--- src/rtl/cla8_share_sched_pkg.sv ---
// Shared definitions for the byte-serial CLA scheduler: FSM states, slice width
// and a constant-width helper.
package cla_sched_pkg;

  localparam int BYTE_W = 8;

  typedef enum logic [1:0] {
    IDLE = 2'd0,
    CALC = 2'd1,
    RESP = 2'd2
  } state_e;

  function automatic int clog2(input int v);
    int r;
    r = 0;
    while ((1 << r) < v) r++;
    return r;
  endfunction

endpackage

--- src/rtl/cla8_share_sched_arb.sv ---
// Combinational round-robin arbiter: first valid requester at or above the
// pointer, wrapping, reported both one-hot and as an index.
module rr_arb_nreq #(
  parameter int NREQ = 4,
  parameter int IDW  = 2
) (
  input  logic [NREQ-1:0] valid_i,
  input  logic [IDW-1:0]  ptr_i,
  output logic [NREQ-1:0] grant_o,
  output logic [IDW-1:0]  idx_o,
  output logic            any_o
);

  int             j;
  logic [IDW-1:0] jj;

  // Scan offsets from farthest to nearest so the nearest valid one wins.
  always_comb begin
    grant_o = '0;
    idx_o   = '0;
    any_o   = 1'b0;
    j       = 0;
    jj      = '0;
    for (int off = NREQ - 1; off >= 0; off--) begin
      j = int'(ptr_i) + off;
      if (j >= NREQ) j = j - NREQ;
      jj = j[IDW-1:0];
      if (valid_i[jj]) begin
        idx_o = jj;
        any_o = 1'b1;
      end
    end
    if (any_o) grant_o[idx_o] = 1'b1;
  end

endmodule

--- src/rtl/cla_8.sv ---
// 8-bit carry-lookahead adder slice with group generate/propagate outputs.
module CLA_8 (
  input  logic [7:0] A,
  input  logic [7:0] B,
  input  logic       Cin,
  output logic [7:0] S,
  output logic       Cout,
  output logic       Gm,
  output logic       Pm
);

  logic [7:0] g;
  logic [7:0] p;
  logic [8:0] c;
  logic       gm_acc;

  assign g = A & B;
  assign p = A ^ B;

  always_comb begin
    c      = '0;
    gm_acc = 1'b0;
    c[0]   = Cin;
    for (int i = 0; i < 8; i++) begin
      c[i+1] = g[i] | (p[i] & c[i]);
      gm_acc = g[i] | (p[i] & gm_acc);
    end
  end

  assign S    = p ^ c[7:0];
  assign Cout = c[8];
  assign Gm   = gm_acc;
  assign Pm   = &p;

endmodule

--- src/rtl/cla8_share_sched.sv ---
// Shares one CLA_8 slice among NREQ requesters, running each wide add/sub
// byte-serially. Subtract support is enabled by defining CLA_SCHED_SUB_EN.
//
// Handshakes: a transfer happens on a cycle where valid and ready are both 1;
// req_ready is only ever raised in IDLE, and rsp_valid is held with stable
// rsp_id/rsp_sum/rsp_cout until rsp_ready is seen.
module cla8_share_sched
  import cla_sched_pkg::*;
#(
  parameter int  NREQ   = 4,
  parameter int  NBYTES = 4,
  localparam int W      = BYTE_W * NBYTES,
  localparam int IDW    = clog2(NREQ)
) (
  input  logic              clk,
  input  logic              rst_n,
  input  logic [NREQ-1:0]   req_valid,
  output logic [NREQ-1:0]   req_ready,
  input  logic [NREQ*W-1:0] req_a,
  input  logic [NREQ*W-1:0] req_b,
  input  logic [NREQ-1:0]   req_sub,
  output logic              rsp_valid,
  input  logic              rsp_ready,
  output logic [IDW-1:0]    rsp_id,
  output logic [W-1:0]      rsp_sum,
  output logic              rsp_cout,
  output logic              busy,
  output logic [1:0]        dbg_state_o
);

  localparam int             CW     = (NBYTES > 1) ? clog2(NBYTES) : 1;
  localparam logic [CW-1:0]  K_LAST = CW'(NBYTES - 1);
  localparam logic [IDW-1:0] ID_TOP = IDW'(NREQ - 1);

  state_e         state_q, state_d;
  logic [IDW-1:0] ptr_q, ptr_d;
  logic [CW-1:0]  k_q, k_d;
  logic           carry_q, carry_d;
  logic [W-1:0]   a_q, a_d;
  logic [W-1:0]   b_q, b_d;
  logic           sub_q, sub_d;
  logic [IDW-1:0] id_q, id_d;
  logic [W-1:0]   sum_q, sum_d;

  logic [NREQ-1:0] grant_oh;
  logic [IDW-1:0]  grant_idx;
  logic            grant_any;

  logic [7:0] slice_a, slice_b, slice_s;
  logic       slice_cin, slice_cout;
  logic       slice_gm_unused, slice_pm_unused;

`ifndef CLA_SCHED_SUB_EN
  logic req_sub_unused;
  assign req_sub_unused = ^req_sub;
`endif

  rr_arb_nreq #(
    .NREQ (NREQ),
    .IDW  (IDW)
  ) u_arb (
    .valid_i (req_valid),
    .ptr_i   (ptr_q),
    .grant_o (grant_oh),
    .idx_o   (grant_idx),
    .any_o   (grant_any)
  );

  // Inverted B with carry-in 1 on byte 0 gives two's-complement subtract.
  assign slice_a   = a_q[k_q*BYTE_W +: BYTE_W];
  assign slice_b   = b_q[k_q*BYTE_W +: BYTE_W] ^ {BYTE_W{sub_q}};
  assign slice_cin = (k_q == '0) ? sub_q : carry_q;

  CLA_8 u_slice (
    .A    (slice_a),
    .B    (slice_b),
    .Cin  (slice_cin),
    .S    (slice_s),
    .Cout (slice_cout),
    .Gm   (slice_gm_unused),
    .Pm   (slice_pm_unused)
  );

  always_comb begin
    state_d = state_q;
    ptr_d   = ptr_q;
    k_d     = k_q;
    carry_d = carry_q;
    a_d     = a_q;
    b_d     = b_q;
    sub_d   = sub_q;
    id_d    = id_q;
    sum_d   = sum_q;
    case (state_q)
      IDLE: begin
        if (grant_any) begin
          a_d   = req_a[grant_idx*W +: W];
          b_d   = req_b[grant_idx*W +: W];
`ifdef CLA_SCHED_SUB_EN
          sub_d = req_sub[grant_idx];
`else
          sub_d = 1'b0;
`endif
          id_d    = grant_idx;
          ptr_d   = (grant_idx == ID_TOP) ? '0 : grant_idx + 1'b1;
          k_d     = '0;
          state_d = CALC;
        end
      end
      CALC: begin
        sum_d[k_q*BYTE_W +: BYTE_W] = slice_s;
        carry_d = slice_cout;
        if (k_q == K_LAST) state_d = RESP;
        else k_d = k_q + 1'b1;
      end
      RESP: begin
        if (rsp_ready) state_d = IDLE;
      end
      default: state_d = IDLE;
    endcase
  end

  always_ff @(posedge clk or negedge rst_n) begin
    if (!rst_n) begin
      state_q <= IDLE;
      ptr_q   <= '0;
      k_q     <= '0;
      carry_q <= 1'b0;
      a_q     <= '0;
      b_q     <= '0;
      sub_q   <= 1'b0;
      id_q    <= '0;
      sum_q   <= '0;
    end else begin
      state_q <= state_d;
      ptr_q   <= ptr_d;
      k_q     <= k_d;
      carry_q <= carry_d;
      a_q     <= a_d;
      b_q     <= b_d;
      sub_q   <= sub_d;
      id_q    <= id_d;
      sum_q   <= sum_d;
    end
  end

  // rst_n gates ready so no transfer is offered while reset is held.
  assign req_ready   = (state_q == IDLE && rst_n) ? grant_oh : '0;
  assign rsp_valid   = (state_q == RESP);
  assign busy        = (state_q != IDLE);
  assign rsp_id      = id_q;
  assign rsp_sum     = sum_q;
  assign rsp_cout    = carry_q;
  assign dbg_state_o = state_q;

endmodule
--- config.mk ---
export PLATFORM = sky130hd
export DESIGN_NAME = cla8_share_sched
export DESIGN_NICKNAME = d
export VERILOG_FILES = /design/src/rtl/cla8_share_sched_pkg.sv /design/src/rtl/cla8_share_sched_arb.sv /design/src/rtl/cla_8.sv /design/src/rtl/cla8_share_sched.sv
export SDC_FILE = /design/constraint.sdc
export NUM_CORES = 1
export LEC_CHECK = 0
export ABC_CLOCK_PERIOD_IN_PS = 5400
export BUFFER_PORTS_ARGS = -buffer_cell sky130_fd_sc_hd__buf_2
export CAP_MARGIN = 25
export CELL_PAD_IN_SITES_DETAIL_PLACEMENT = 0
export CELL_PAD_IN_SITES_GLOBAL_PLACEMENT = 2
export CORE_UTILIZATION = 25
export DETAILED_ROUTE_END_ITERATION = 8
export HOLD_SLACK_MARGIN = 0.06
export PLACE_DENSITY = 0.86
export RECOVER_POWER = 50
export SKIP_LAST_GASP = 1
export SLEW_MARGIN = 20
export SYNTH_ARGS = -nofsm -noshare
export SYNTH_HDL_FRONTEND = slang
export SYNTH_SLANG_ARGS = --single-unit
--- constraint.sdc ---
create_clock -name clk -period 5.4 [get_ports clk]
set_clock_uncertainty 0.2 [all_clocks]
set_input_delay 1.62 -clock clk [delete_from_list [all_inputs] [get_ports clk]]
set_output_delay 1.62 -clock clk [all_outputs]
set_load 0.05 [all_outputs]
==> flow_summary.toml <==
[clock_tree]
cts_resized = 0
cts-buffers-inserted = 9
cts-root-buf = "clkbuf_16"
cts_max_level = 3
clock_latency_ns = 0.35
cts_max_path_buffers = 2
postCtsSetupRepairBufs = 0
cts_tree = "built"
cts_hold_buf = 0
cts_sinks = 105
clk_pin_slew_ns = 0.07

[setup_path]
cp.arrival_ns = 5.04
crit_path_cell_trace = "inv_1 -> ha_1 -> nand2b_1 -> fa_1 -> fa_1 -> fa_1 -> fa_1 -> fa_1 -> fa_1 -> fa_1 -> inv_1 -> fa_1 -> inv_1 -> o21ai_0"
crit_type = "flop to flop"
worst-path-buf-inv = 3
crit_family = "adder cells"
cp_slowest_cell = "dfrtp_1"
end_kind = "flop"
slowest_delay_ns = 0.59
critPathLaunchType = "flop"
cp_common_cell = "fa_1"
worstPathRequired_ns = 5.41
reg2reg_slack_ns = 0.37
critical_path.max_fanout = 9

[power_and_ir_drop]
seqPwrFrac = 0.281
ir_worst_vdd_uv = 315.9
power.share.clock = 0.127
p_int_mw = 2.619
pwr-share-comb = 0.591
p_per_area_nw_per_um2 = 610.1
power_leakage_nw = 4.276
p_sw_mw = 2.430
netSwitchingFraction = 0.4813

[timing]
fin_crit_sh = 0.9307
hold_viol_final = 0
tightest_slew_ns = 2.501
tns_ns = 0
hold_slack_ns = 0.2803
worst_slack_ns = 0.3742
slew_violations = 48
maxSlewHeadroom = -0.6671
finalSetupViolations = 0
max_freq_ghz = 0.1990
grt_setup_unrepaired = "false"
min_period_ns = 5.026

[global_route]
overflow = 0
grt_max_degree = 130
antenna_found_initial = 0
grt_pass1_vias = 5663
grt_pass1_wl_um = 32150
grt_use_total = 0.1644

[layout]
layout.cells.non_filler = 1188
fin_util = 0.3383
drive_above_1_share = 0.3657
diodes = 0
nNetsFinal = 1145
area_growth_pct = 31.94

[floorplan]
core_area_um2 = 24460
initial_utilization = 0.2564
dieArea_um2 = 25730
die_h_um = 160.4
die-width_um = 160.4
ios = 310
num_rows = 57

[detailed_routing]
via_per_inst = 4.598
vias = 5463
drt_wl_total_um = 20920
dr.pass1.iters = 4
wl_per_cell_um = 17.61
drt_iter0_markers = 199
drc_errors = 0
antenna_left = 0

[placed_design]
post-place-ws_ns = 0.3126
gp_congestion = 0.7747
port_buffers = 305
dp_hpwl_um = 16650
place_inst = 1173

[logic_synthesis]
syn_area_um2 = 6272
synth-seq-cells = 105
synth_commonest_cells = "mux2i_1 (128), nand2_1 (110), dfrtp_1 (105)"
synth_async_sr_flop_share = 1.000
synth_fp_nets = 862
synth_area_leaders = "dfrtp_1 (42%), mux2i_1 (20%), o221ai_1 (8.9%), nand2_1 (6.6%), mux4_2 (5.7%)"
yosysTopAreaCell = "dfrtp_1"
synth_edf_count = 0
synthFlopType = "dfrtp_1"
synth_top_area_share = 0.4189
synth_cells = 577
yosysMostFrequentCell = "mux2i_1"
yosysSeqAreaShare = 0.4189
syn_area_per_cell_um2 = 10.87
synth.distinct_cells = 32
yosysWarnings = 0

[job]
cap_viol_max_count = 1

[outcome]
violations = "capacitance limit, slew limit"
outcome = "complete, but fails checks"

[worst_hold_path]
hold_class = "flop to flop"
==> power by group through the flow <==
stage,Sequential [mW],Combinational (mW),Clock [mW]
after floorplan,1.68,1.91,0
after global placement,1.43,3.05,0
after detailed placement,1.44,3.07,0
after CTS,1.43,3.08,0.663
after global routing,1.47,3.29,0.693
final,1.42,2.99,0.643
==> stage by stage <==
| stage | area, um2 | total power, mW |
|---|---|---|
| 2_1_floorplan | 6272 | 3.592 |
| 3_3_place_gp | 8050 | 4.477 |
| 3_5_place_dp | 8050 | 4.508 |
| 4_1_cts | 8335 | 5.165 |
| 6_report | 8275 | 5.049 |
| 5_1_grt | 8275 | 5.457 |
==> routing by layer <==
metal,track usage,vias to the layer above,share of wire
li1,-,2695,-
met1,0.2113,2594,0.45
met2,0.2906,165,0.51
met3,0.02583,9,0.036
met4,0.03247,0,0.0079
met5,0,-,0
==> final cells by class <==
type / count / area (um2)
Fill cell: 2591 / 16190
Multi-Input combinational cell: 405 / 3301
Sequential cell: 105 / 2628
Timing Repair Buffer: 316 / 1570
Tap cell: 324 / 405.4
Clock buffer: 10 / 229.0
Inverter: 23 / 86.33
Clock inverter: 5 / 56.30
==> path summary, 6_finish.rpt <==
check | startpoint | end | cells after the start
worst max-delay path | k_q[0] | rsp_sum[7] | 14
worst min-delay path | rsp_sum[4] | rsp_sum[4] | 2
worst max register to register | k_q[0] | rsp_sum[7] | 14
worst min register to register | rsp_sum[4] | rsp_sum[4] | 2
max in group asynchronous | rst_n | rsp_sum[7] | 3
min in group asynchronous | rst_n | ptr_q[0] | 2
==> state kept, by name, indices dropped and copies added (netlist names) <==
register,cells
a_q,32
b_q,32
dbg_state_o,2
k_q,2
ptr_q,2
rsp_cout,1
rsp_id,2
rsp_sum,32
==> layout by cell type (no fill, tap or decap), types with 2 or more instances in the layout <==
cell,n
a21oi_1,2
and3_1,4
buf_2,267
buf_4,8
clkbuf_1,40
clkbuf_16,9
clkinv_2,2
dfrtp_1,105
fa_1,8
ha_1,10
inv_1,19
inv_2,4
mux2i_1,128
mux4_2,16
nand2_1,109
nand2_2,3
nand2b_1,5
nor2_1,4
nor2b_1,3
o21ai_0,17
o21ai_1,19
o221ai_1,64
o31ai_1,2
or3_1,2
==> logic make-up after synthesis <==
group	share of synthesized area
multiplexers	0.2617
AND/OR/NAND/NOR	0.08737
AO/OA/AOI/OAI	0.1309
flip-flops	0.4189
buffers and inverters	0.05565
adder cells (fa/ha/maj)	0.04548
==> tightest hold or removal path, delay by kind of cell (launching register included) <==
kind               cells  cell delay, ns
DFF                    1            0.35
AOI/OAI and AO/OA      1            0.06
and+or+nand+nor        1            0.05
No activity file was read; power rests on OpenSTA's default activity.
